## config.mk

```make
export PLATFORM = sky130hd
export DESIGN_NAME = sobel_frame_ctrl
export DESIGN_NICKNAME = d
export VERILOG_FILES = /design/src/rtl/sobel_frame_ctrl.sv
export SDC_FILE = /design/constraint.sdc
export NUM_CORES = 1
export LEC_CHECK = 0
export CAP_MARGIN = 5
export CORE_ASPECT_RATIO = 1.4
export CORE_MARGIN = 4
export CORE_UTILIZATION = 30
export DETAILED_ROUTE_END_ITERATION = 12
export PLACE_DENSITY_LB_ADDON = 0.05
export SLEW_MARGIN = 10
export SYNTH_ARGS = -nofsm -noshare
export SYNTH_HDL_FRONTEND = slang
export SYNTH_SLANG_ARGS = --single-unit
```

## constraint.sdc

```tcl
create_clock -name clk -period 2 [get_ports clk]
set_input_delay 0.2 -clock clk [delete_from_list [all_inputs] [get_ports clk]]
set_output_delay 0.2 -clock clk [all_outputs]
set_load 0.005 [all_outputs]
```

## src/rtl/sobel_frame_ctrl.sv

```systemverilog
// sobel_frame_ctrl: frame sequencer for the Sobel edge-detect datapath.
// Tracks the picture window inside the VGA raster and drives line-buffer bank
// selects, window indices, kernel-valid / output-valid strobes and the
// frame-synchronous gradient threshold.
// Optional feature macro: SOBEL_CTRL_STATS_EN (frame / abort counters).
module sobel_frame_ctrl #(
  parameter int          PIC_X_START    = 200,
  parameter int          PIC_Y_START    = 100,
  parameter int          PIC_WIDTH      = 200,
  parameter int          PIC_HEIGHT     = 200,
  parameter int          PIPE_LAT       = 2,
  parameter logic [20:0] THRESH_DEFAULT = 21'd15625
) (
  input  logic        clk,
  input  logic        rst,
  input  logic        enable,
  input  logic [10:0] pixel_x,
  input  logic [10:0] pixel_y,
  input  logic        cfg_wr,
  input  logic [20:0] cfg_thresh,
  output logic        cfg_ack,
  output logic [20:0] sobel_thresh,
  output logic        win_active,
  output logic [7:0]  col_idx,
  output logic [7:0]  line_cnt,
  output logic        wr_bank,
  output logic        rd_bank,
  output logic        kern_valid,
  output logic        out_valid,
  output logic        frame_start,
  output logic        frame_done,
  output logic [1:0]  ctrl_state,
  output logic [15:0] frame_cnt,
  output logic [7:0]  abort_cnt
);

  localparam logic [10:0] X0     = 11'(PIC_X_START);
  localparam logic [10:0] X_END  = 11'(PIC_X_START + PIC_WIDTH);
  localparam logic [10:0] X_LAST = 11'(PIC_X_START + PIC_WIDTH - 1);
  localparam logic [10:0] Y0     = 11'(PIC_Y_START);
  localparam logic [10:0] Y_END  = 11'(PIC_Y_START + PIC_HEIGHT);
  localparam logic [10:0] Y_FILL = 11'(PIC_Y_START + 1);
  localparam logic [10:0] Y_LAST = 11'(PIC_Y_START + PIC_HEIGHT - 1);

  typedef enum logic [1:0] {
    IDLE = 2'd0,
    FILL = 2'd1,
    RUN  = 2'd2,
    DONE = 2'd3
  } state_t;

  state_t state, state_nxt;

  logic              x_in, y_in, in_win;
  logic              start, abort, fill_end, last_pix, in_frame;
  logic [10:0]       col_diff, row_diff;
  logic [7:0]        col_cur, row_cur;
  logic              win_nxt, kern_nxt;
  logic [PIPE_LAT:0] vld_pipe;   // [0] = kernel valid, [PIPE_LAT] = magnitude valid
  logic [20:0]       thresh_pend;

  // window decode on the raw scan coordinates (11-bit unsigned compares)
  assign x_in     = (pixel_x >= X0) && (pixel_x < X_END);
  assign y_in     = (pixel_y >= Y0) && (pixel_y < Y_END);
  assign in_win   = x_in && y_in;
  assign col_diff = pixel_x - X0;
  assign row_diff = pixel_y - Y0;
  assign col_cur  = col_diff[7:0];
  assign row_cur  = row_diff[7:0];

  assign in_frame = (state == FILL) || (state == RUN);
  assign start    = (state == IDLE) && enable && (pixel_x == X0) && (pixel_y == Y0);
  assign abort    = in_frame && (!enable || !y_in);
  assign fill_end = (pixel_x == X_LAST) && (pixel_y == Y_FILL);
  assign last_pix = (pixel_x == X_LAST) && (pixel_y == Y_LAST);

  // next-state and next-strobe decode; abort wins over any forward transition
  always_comb begin
    state_nxt = state;
    win_nxt   = 1'b0;
    kern_nxt  = 1'b0;
    unique case (state)
      IDLE: begin
        if (start) begin
          state_nxt = FILL;
          win_nxt   = 1'b1;
        end
      end
      FILL: begin
        if (abort) begin
          state_nxt = IDLE;
        end else begin
          win_nxt = in_win;
          if (fill_end) state_nxt = RUN;
        end
      end
      RUN: begin
        if (abort) begin
          state_nxt = IDLE;
        end else begin
          win_nxt  = in_win;
          kern_nxt = in_win && (col_cur >= 8'd2);
          if (last_pix) state_nxt = DONE;
        end
      end
      DONE: state_nxt = IDLE;
      default: state_nxt = IDLE;
    endcase
  end

  // state register
  always_ff @(posedge clk) begin
    if (rst) state <= IDLE;
    else     state <= state_nxt;
  end

  // registered strobes, indices and the valid delay line (flushed on abort)
  always_ff @(posedge clk) begin
    if (rst) begin
      win_active  <= 1'b0;
      frame_start <= 1'b0;
      frame_done  <= 1'b0;
      col_idx     <= 8'd0;
      line_cnt    <= 8'd0;
      vld_pipe    <= '0;
    end else begin
      win_active  <= win_nxt;
      frame_start <= start;
      frame_done  <= (state == DONE);
      if (in_win) begin
        col_idx  <= col_cur;
        line_cnt <= row_cur;
      end
      if (abort) vld_pipe <= '0;
      else       vld_pipe <= {vld_pipe[PIPE_LAT-1:0], kern_nxt};
    end
  end

  // threshold: software writes land in the pending copy, frame start commits it
  always_ff @(posedge clk) begin
    if (rst) begin
      thresh_pend  <= THRESH_DEFAULT;
      sobel_thresh <= THRESH_DEFAULT;
      cfg_ack      <= 1'b0;
    end else begin
      cfg_ack <= cfg_wr;
      if (cfg_wr) thresh_pend  <= cfg_thresh;
      if (start)  sobel_thresh <= thresh_pend;
    end
  end

  assign kern_valid = vld_pipe[0];
  assign out_valid  = vld_pipe[PIPE_LAT];
  assign wr_bank    = line_cnt[0];
  assign rd_bank    = ~line_cnt[0];
  assign ctrl_state = state;

`ifdef SOBEL_CTRL_STATS_EN
  // completed frames wrap, aborted frames saturate
  always_ff @(posedge clk) begin
    if (rst) begin
      frame_cnt <= 16'd0;
      abort_cnt <= 8'd0;
    end else begin
      if (state == DONE) frame_cnt <= frame_cnt + 16'd1;
      if (abort && (abort_cnt != 8'hFF)) abort_cnt <= abort_cnt + 8'd1;
    end
  end
`else
  assign frame_cnt = 16'd0;
  assign abort_cnt = 8'd0;
`endif

endmodule

```

### Word-level counts from Yosys, hierarchy flattened

Index checks and enable logic that the tools add are counted.

* logic and storage cells: 59
* register bits after elaboration: 67
* output and inout bits: 71

* reductions and logical operators: 19
* $add $sub $neg: 2
* muxes and demuxes: 9
* equal/unequal tests: 11
* $lt $le $gt $ge: 5
* bitwise gates (word level): 2

Operators with widths (number)
* 11-bit by 7-bit == test with 1-bit output (second input constant): 2
* 11-bit by 9-bit == test with 1-bit output (second input constant): 2
* 11-bit by 9-bit less-than comparator with 1-bit output (second input constant): 2
* 11-bit by 8-bit == test with 1-bit output (second input constant): 1
* 11-bit by 7-bit greater-or-equal comparator with 1-bit output (second input constant): 1
* 11-bit by 8-bit greater-or-equal comparator with 1-bit output (second input constant): 1
* 1-bit logical AND: 10
* 2-bit two-way mux: 5
* 8-bit by 2-bit greater-or-equal comparator with 1-bit output (second input constant): 1
* 2-bit case mux with 4 select lines: 1
* 8-bit by 7-bit subtractor with 8-bit output (second input constant): 1
* 8-bit subtractor (second input constant): 1
* 3-bit inequality test (second input constant): 2
* 2-bit == test (second input constant): 2
* 2-bit OR reduction: 2
* 3-bit AND reduction: 1
* 3-bit OR reduction: 1
* 2-bit by 1-bit == test with 1-bit output (second input constant): 1
* 1-bit zero test: 2
* 2-bit zero test: 1
* 1-bit logical OR: 2
* 1-bit two-way mux: 2
* 2-bit inequality test (second input constant): 1
* 1-bit inverter: 2
* 1-bit case mux with 2 select lines: 1

### Depth between registers and ports, before layout

* depth in word-level cells: 7
* gate-level depth with buffers: 10

### Worst setup path after synthesis

OpenSTA, ideal clock, no wires.

* path kind: input-to-reg
* start point: in pixel_y[3]
* end point: reg sobel_thresh[11]
* path buffers: 2
* stages on the path: 9
* arrival: 1682 ps
* slack: 181 ps
* cells stage by stage: inv_1 > ha_1 > nand4b_1 > or3b_1 > or4_1 > buf_2 > buf_2 > nand2_1 > nand3_1

* longest elaborated chain between the ends: 2

RTL lines
* start: declaration: line 18 `input logic [10:0] pixel_y,`
* 11-bit by 7-bit == test with 1-bit output: line 72 `assign start = (state == IDLE) && enable && (pixel_x == X0) && (pixel_y == Y0);`
* 1-bit logical AND: line 72
* end signal: assignment: line 148 `if (start) sobel_thresh <= thresh_pend;`
* end: declaration: line 22 `output logic [20:0] sobel_thresh,`

No other way between the ends.
A chain may end at the register's enable or synchronous reset.

### Worst setup path after layout

* start point: in pixel_y[8]
* end point: reg sobel_thresh[8]

Same word-level chain as after synthesis.

==> report_table.html <==
<table>
<tr><th>Metric</th><th>Value</th></tr>
<tr><th colspan="2">Yosys</th></tr>
<tr><td>Share of synthesized area occupied by flip-flops and latches</td><td>44.95%</td></tr>
<tr><td>Post-synth top area share</td><td>between 40% and 50%</td></tr>
<tr><td>Syn Std Cell Area</td><td>0.002984 mm^2</td></tr>
<tr><td>Number of flops mapped to enable cells by yosys</td><td>0</td></tr>
<tr><td>Cell count after synthesis</td><td>between 300 and 400</td></tr>
<tr><td>Avg Synthesized Cell Area</td><td>9.126 um^2</td></tr>
<tr><td>Cell types with the largest area share after synthesis</td><td>dfxtp_1 45%, mux2i_1 10%, nand2_1 6.8%</td></tr>
<tr><td>Post-synthesis cell type count</td><td>42</td></tr>
<tr><td>Synthesized flop and latch total</td><td>67</td></tr>
<tr><td>Async set-reset flop share out of synthesis</td><td>0%</td></tr>
<tr><td>Top flip-flop cell by instance count after synthesis</td><td>dfxtp_1</td></tr>
<tr><td>Dominant cell type by area after synthesis</td><td>dfxtp_1</td></tr>
<tr><td>Synthesis warning total</td><td>0</td></tr>
<tr><th colspan="2">Final layout</th></tr>
<tr><td>Leading cell types in the layout, fill and taps excluded</td><td>74 x clkdlybuf4s50_1, 67 x dfxtp_1, 54 x nand2_1</td></tr>
<tr><td>Synth-to-Final Area Change</td><td>61.47%</td></tr>
<tr><td>FILL cells</td><td>947</td></tr>
<tr><td>Most common cell after layout, fill and taps aside</td><td>clkdlybuf4s50_1</td></tr>
<tr><td>Layout Cell Area excl Fill</td><td>0.004818 mm^2</td></tr>
<tr><td>Share of cells above drive strength 1</td><td>20.96%</td></tr>
<tr><td>Antenna diode instance count</td><td>0</td></tr>
<tr><td>Final #Nets</td><td>528</td></tr>
<tr><th colspan="2">GRT</th></tr>
<tr><td>Vias in the first global route</td><td>2,739</td></tr>
<tr><td>GR Util All Layers</td><td>14.50%</td></tr>
<tr><td>Largest net degree at the start of global routing</td><td>27</td></tr>
<tr><td>First-pass GRT wire length</td><td>about 13,000 um</td></tr>
<tr><td>Initial antenna violation count</td><td>0</td></tr>
<tr><td>GR Overflow Total</td><td>0</td></tr>
<tr><th colspan="2">Pwr</th></tr>
<tr><td>Total power divided by cell area</td><td>667.9 mW/mm^2</td></tr>
<tr><td>Worst vdd ir</td><td>530.3 uV</td></tr>
<tr><td>Cell Int Power</td><td>2.472 mW</td></tr>
<tr><td>Seq pwr share</td><td>43.0%</td></tr>
<tr><td>Portion of total power attributed to the clock network</td><td>45.4%</td></tr>
<tr><td>Comb power frac</td><td>~12%</td></tr>
<tr><td>Net switching share of the total power</td><td>23.20%</td></tr>
<tr><td>Static leakage power</td><td>2.033 nW</td></tr>
<tr><td>Power dissipated by switching net loads</td><td>approximately 0.75 mW</td></tr>
<tr><th colspan="2">Clock tree</th></tr>
<tr><td>TritonCTS Buffers</td><td>9</td></tr>
<tr><td>Clock latency on the worst-skew pair</td><td>0.32 ns</td></tr>
<tr><td>CTS max path bufs</td><td>2</td></tr>
<tr><td>Maximum level of the CTS H-tree</td><td>3</td></tr>
<tr><td>Clock tree from TritonCTS</td><td>done</td></tr>
<tr><td>Clock-pin transition on the worst setup and hold timing paths</td><td>0.06 ns</td></tr>
<tr><td>Total clock sinks</td><td>67</td></tr>
<tr><td>Clk root buf</td><td>clkbuf_16</td></tr>
<tr><th colspan="2">Place</th></tr>
<tr><td>Post-Place Worst Slack</td><td>-0.5145 ns</td></tr>
<tr><td>Last weighted congestion value of the routability-driven placer</td><td>about 0.74</td></tr>
<tr><td>Number of input and output port buffers inserted</td><td>93</td></tr>
<tr><td>Cell area reported after detailed placement</td><td>0.004249 mm^2</td></tr>
<tr><td>Dpl hpwl</td><td>slightly below 6000 um</td></tr>
<tr><th colspan="2">Drt</th></tr>
<tr><td>Post-DR wirelength/cell</td><td>13.70 um</td></tr>
<tr><td>Final ANT Viol Nets</td><td>0</td></tr>
<tr><td>Avg Vias per Cell</td><td>between 4 and 5</td></tr>
<tr><td>DRC violation count after routing</td><td>0</td></tr>
<tr><td>Number of optimization iterations in the first detailed-route pass</td><td>4</td></tr>
<tr><td>Number of design-rule violations left by the first detailed-router iteration</td><td>69</td></tr>
<tr><td>Detailed-route wire length</td><td>8341 um</td></tr>
<tr><td>Via count</td><td>2,644</td></tr>
<tr><th colspan="2">Critical path</th></tr>
<tr><td>Kind of start point of the critical path</td><td>input port</td></tr>
<tr><td>Reg2reg setup slack</td><td>roughly 0.12 ns</td></tr>
<tr><td>Ordered cell list for the critical path</td><td>dlygate4sd2_1, nor4_2, or3b_4, or4_4, bufbuf_16, nand2_1, nand3_1</td></tr>
<tr><td>Category of cells accounting for the largest share of critical-path delay</td><td>simple AND/OR/NAND/NOR gates</td></tr>
<tr><td>Worst stage delay on the critical path</td><td>0.53 ns</td></tr>
<tr><td>Data arrival time at the worst-slack endpoint</td><td>2.11 ns</td></tr>
<tr><td>Number of buffer and inverter stages on the critical path</td><td>2</td></tr>
<tr><td>Largest fanout of any net on the critical path</td><td>5</td></tr>
<tr><td>Crit-path slowest cell</td><td>or4_4</td></tr>
<tr><td>Critical Setup Path Class</td><td>input port to flop</td></tr>
<tr><td>Critical Path Sink Type</td><td>flop</td></tr>
<tr><td>Endpoint required time on the critical path</td><td>2.19 ns</td></tr>
<tr><th colspan="2">STA</th></tr>
<tr><td>Hold Violations, Final</td><td>0</td></tr>
<tr><td>Setup violators final</td><td>0</td></tr>
<tr><td>Worst Hold Slack</td><td>0.2732 ns</td></tr>
<tr><td>Pins over their slew limit</td><td>0</td></tr>
<tr><td>Achievable clock frequency</td><td>519.5 MHz</td></tr>
<tr><td>Shortest period the worst path allows</td><td>just under 2 ns</td></tr>
<tr><td>Portion of the clock cycle consumed by the worst path in the final layout</td><td>96.25%</td></tr>
<tr><td>RSZ-0062 raised after global routing</td><td>true</td></tr>
<tr><td>Worst-case setup margin in the final layout</td><td>0.07510 ns</td></tr>
<tr><td>Final clock skew</td><td>0.004481 ns</td></tr>
<tr><th colspan="2">Floorplan</th></tr>
<tr><td>Die ar.</td><td>around 0.012 mm^2</td></tr>
<tr><td>Initial Utilization</td><td>31.20%</td></tr>
<tr><td>Area inside the core boundary</td><td>0.009564 mm^2</td></tr>
<tr><td>Num ports</td><td>~120</td></tr>
<tr><td>Placement Rows</td><td>42</td></tr>
<tr><td>Horizontal die dimension</td><td>92.29 um</td></tr>
<tr><td>Die height</td><td>126.0 um</td></tr>
<tr><th colspan="2">Worst hold path</th></tr>
<tr><td>Tightest Hold Check Type</td><td>input port to flop</td></tr>
<tr><th colspan="2">Run</th></tr>
<tr><td>Max capacitance violation total</td><td>0</td></tr>
<tr><th colspan="2">Run status</th></tr>
<tr><td>Status</td><td>completed</td></tr>
</table>
-- cells by family (layout without fill, tap and decap cells) --
family / count (synthesis) / in the layout / share of synthesized area, %
buffers and inverters: 53 / 180 / 10.65
xor gates and xnor gates: 7 / 7 / 2.055
AOI/OAI and AO/OA: 39 / 39 / 9.895
muxes: 30 / 30 / 10.06
and+or+nand+nor: 122 / 122 / 18.91
other: 1 / 24 / 0.1257
DFF: 67 / 67 / 44.95
adders and majority gates: 8 / 8 / 3.354
-- flip-flops by register name, indices dropped and copies added, names as in the netlist --
name          flops
sobel_thresh     21
thresh_pend      21
col_idx           8
line_cnt          8
vld_pipe          3
ctrl_state        2
cfg_ack           1
frame_done        1
frame_start       1
win_active        1
-- power by group through the flow --
stage	Clock, mW	Sequential [mW]	Combinational, mW
after global placement	0	1.41	0.363
after floorplan	0	1.41	0.181
after detailed placement	0	1.41	0.365
final	1.46	1.38	0.374
after CTS	1.51	1.38	0.370
after global routing	1.57	1.39	0.413
-- cells in the mapped netlist (all sizes together), types with 3 or more instances --
cell / n
nand2: 54
buf: 37
o21ai: 3
mux2i: 30
ha: 8
a21oi: 17
dfxtp: 67
nand3: 7
xnor2: 5
inv: 11
nand4: 4
nor3: 4
a211oi: 7
nor2b: 4
clkbuf: 5
nor2: 36
-- layout make-up --
type	instances	area, um^2	share of cell area (%)
sequential	67	1341	27.84
inverter	11	41.29	0.8569
tap	132	165.2	3.428
clock buffer	11	252.7	5.245
clock inverter	4	26.28	0.5453
multi-input combinational	230	1470	30.51
timing repair buffer	154	1521	31.58
-- metrics by stage --
| stage | std cells | setup TNS, ns | power, mW | util, % |
|---|---|---|---|---|
| 5_1_grt | 609 | -0.01319 | 3.365 | 50.38 |
| 3_5_place_dp | 577 | -18.80 | 1.777 | 44.43 |
| 2_1_floorplan | 350 | 0 | 1.592 | - |
| 6_report | 609 | 0 | 3.218 | 50.38 |
| 4_1_cts | 606 | -0.1014 | 3.261 | 49.42 |
| 3_3_place_gp | 577 | -18.94 | 1.774 | 44.43 |
-- tightest hold or removal path, cell delays in order --
cell	delay, ns
buf_2	0.12
nor2_1	0.09
o2111a_1	0.13
-- path summary, 6_finish.rpt --
path | start | end | depth (start not counted)
worst min-delay path | rst | vld_pipe[0] | 3
worst max-delay path | pixel_y[8] | sobel_thresh[8] | 7
worst max register to register | ctrl_state[0] | sobel_thresh[8] | 7
worst min register to register | vld_pipe[1] | vld_pipe[2] | 1
-- layer usage --
metal | global-route usage, % | share of wire [%] | vias to the layer above
met5 | 0 | 0 | -
met4 | 6.299 | 1.7 | 0
met3 | 4.117 | 6.2 | 10
met2 | 25.90 | 51 | 69
met1 | 15.83 | 41 | 1222
li1 | - | - | 1343
-- repair_timing --
| action | in CTS | in global routing |
|---|---|---|
| pin swaps | 8 | 5 |
| gates cloned | 3 | 1 |
| hold buffers | 0 | 0 |
| hold endpoints to repair | 0 | 0 |
| endpoints found under the setup margin | 43 | 40 |
| buffers inserted | 11 | 2 |
| resized for setup | 29 | 18 |
Note: power is estimated with default switching activity, not from simulation.
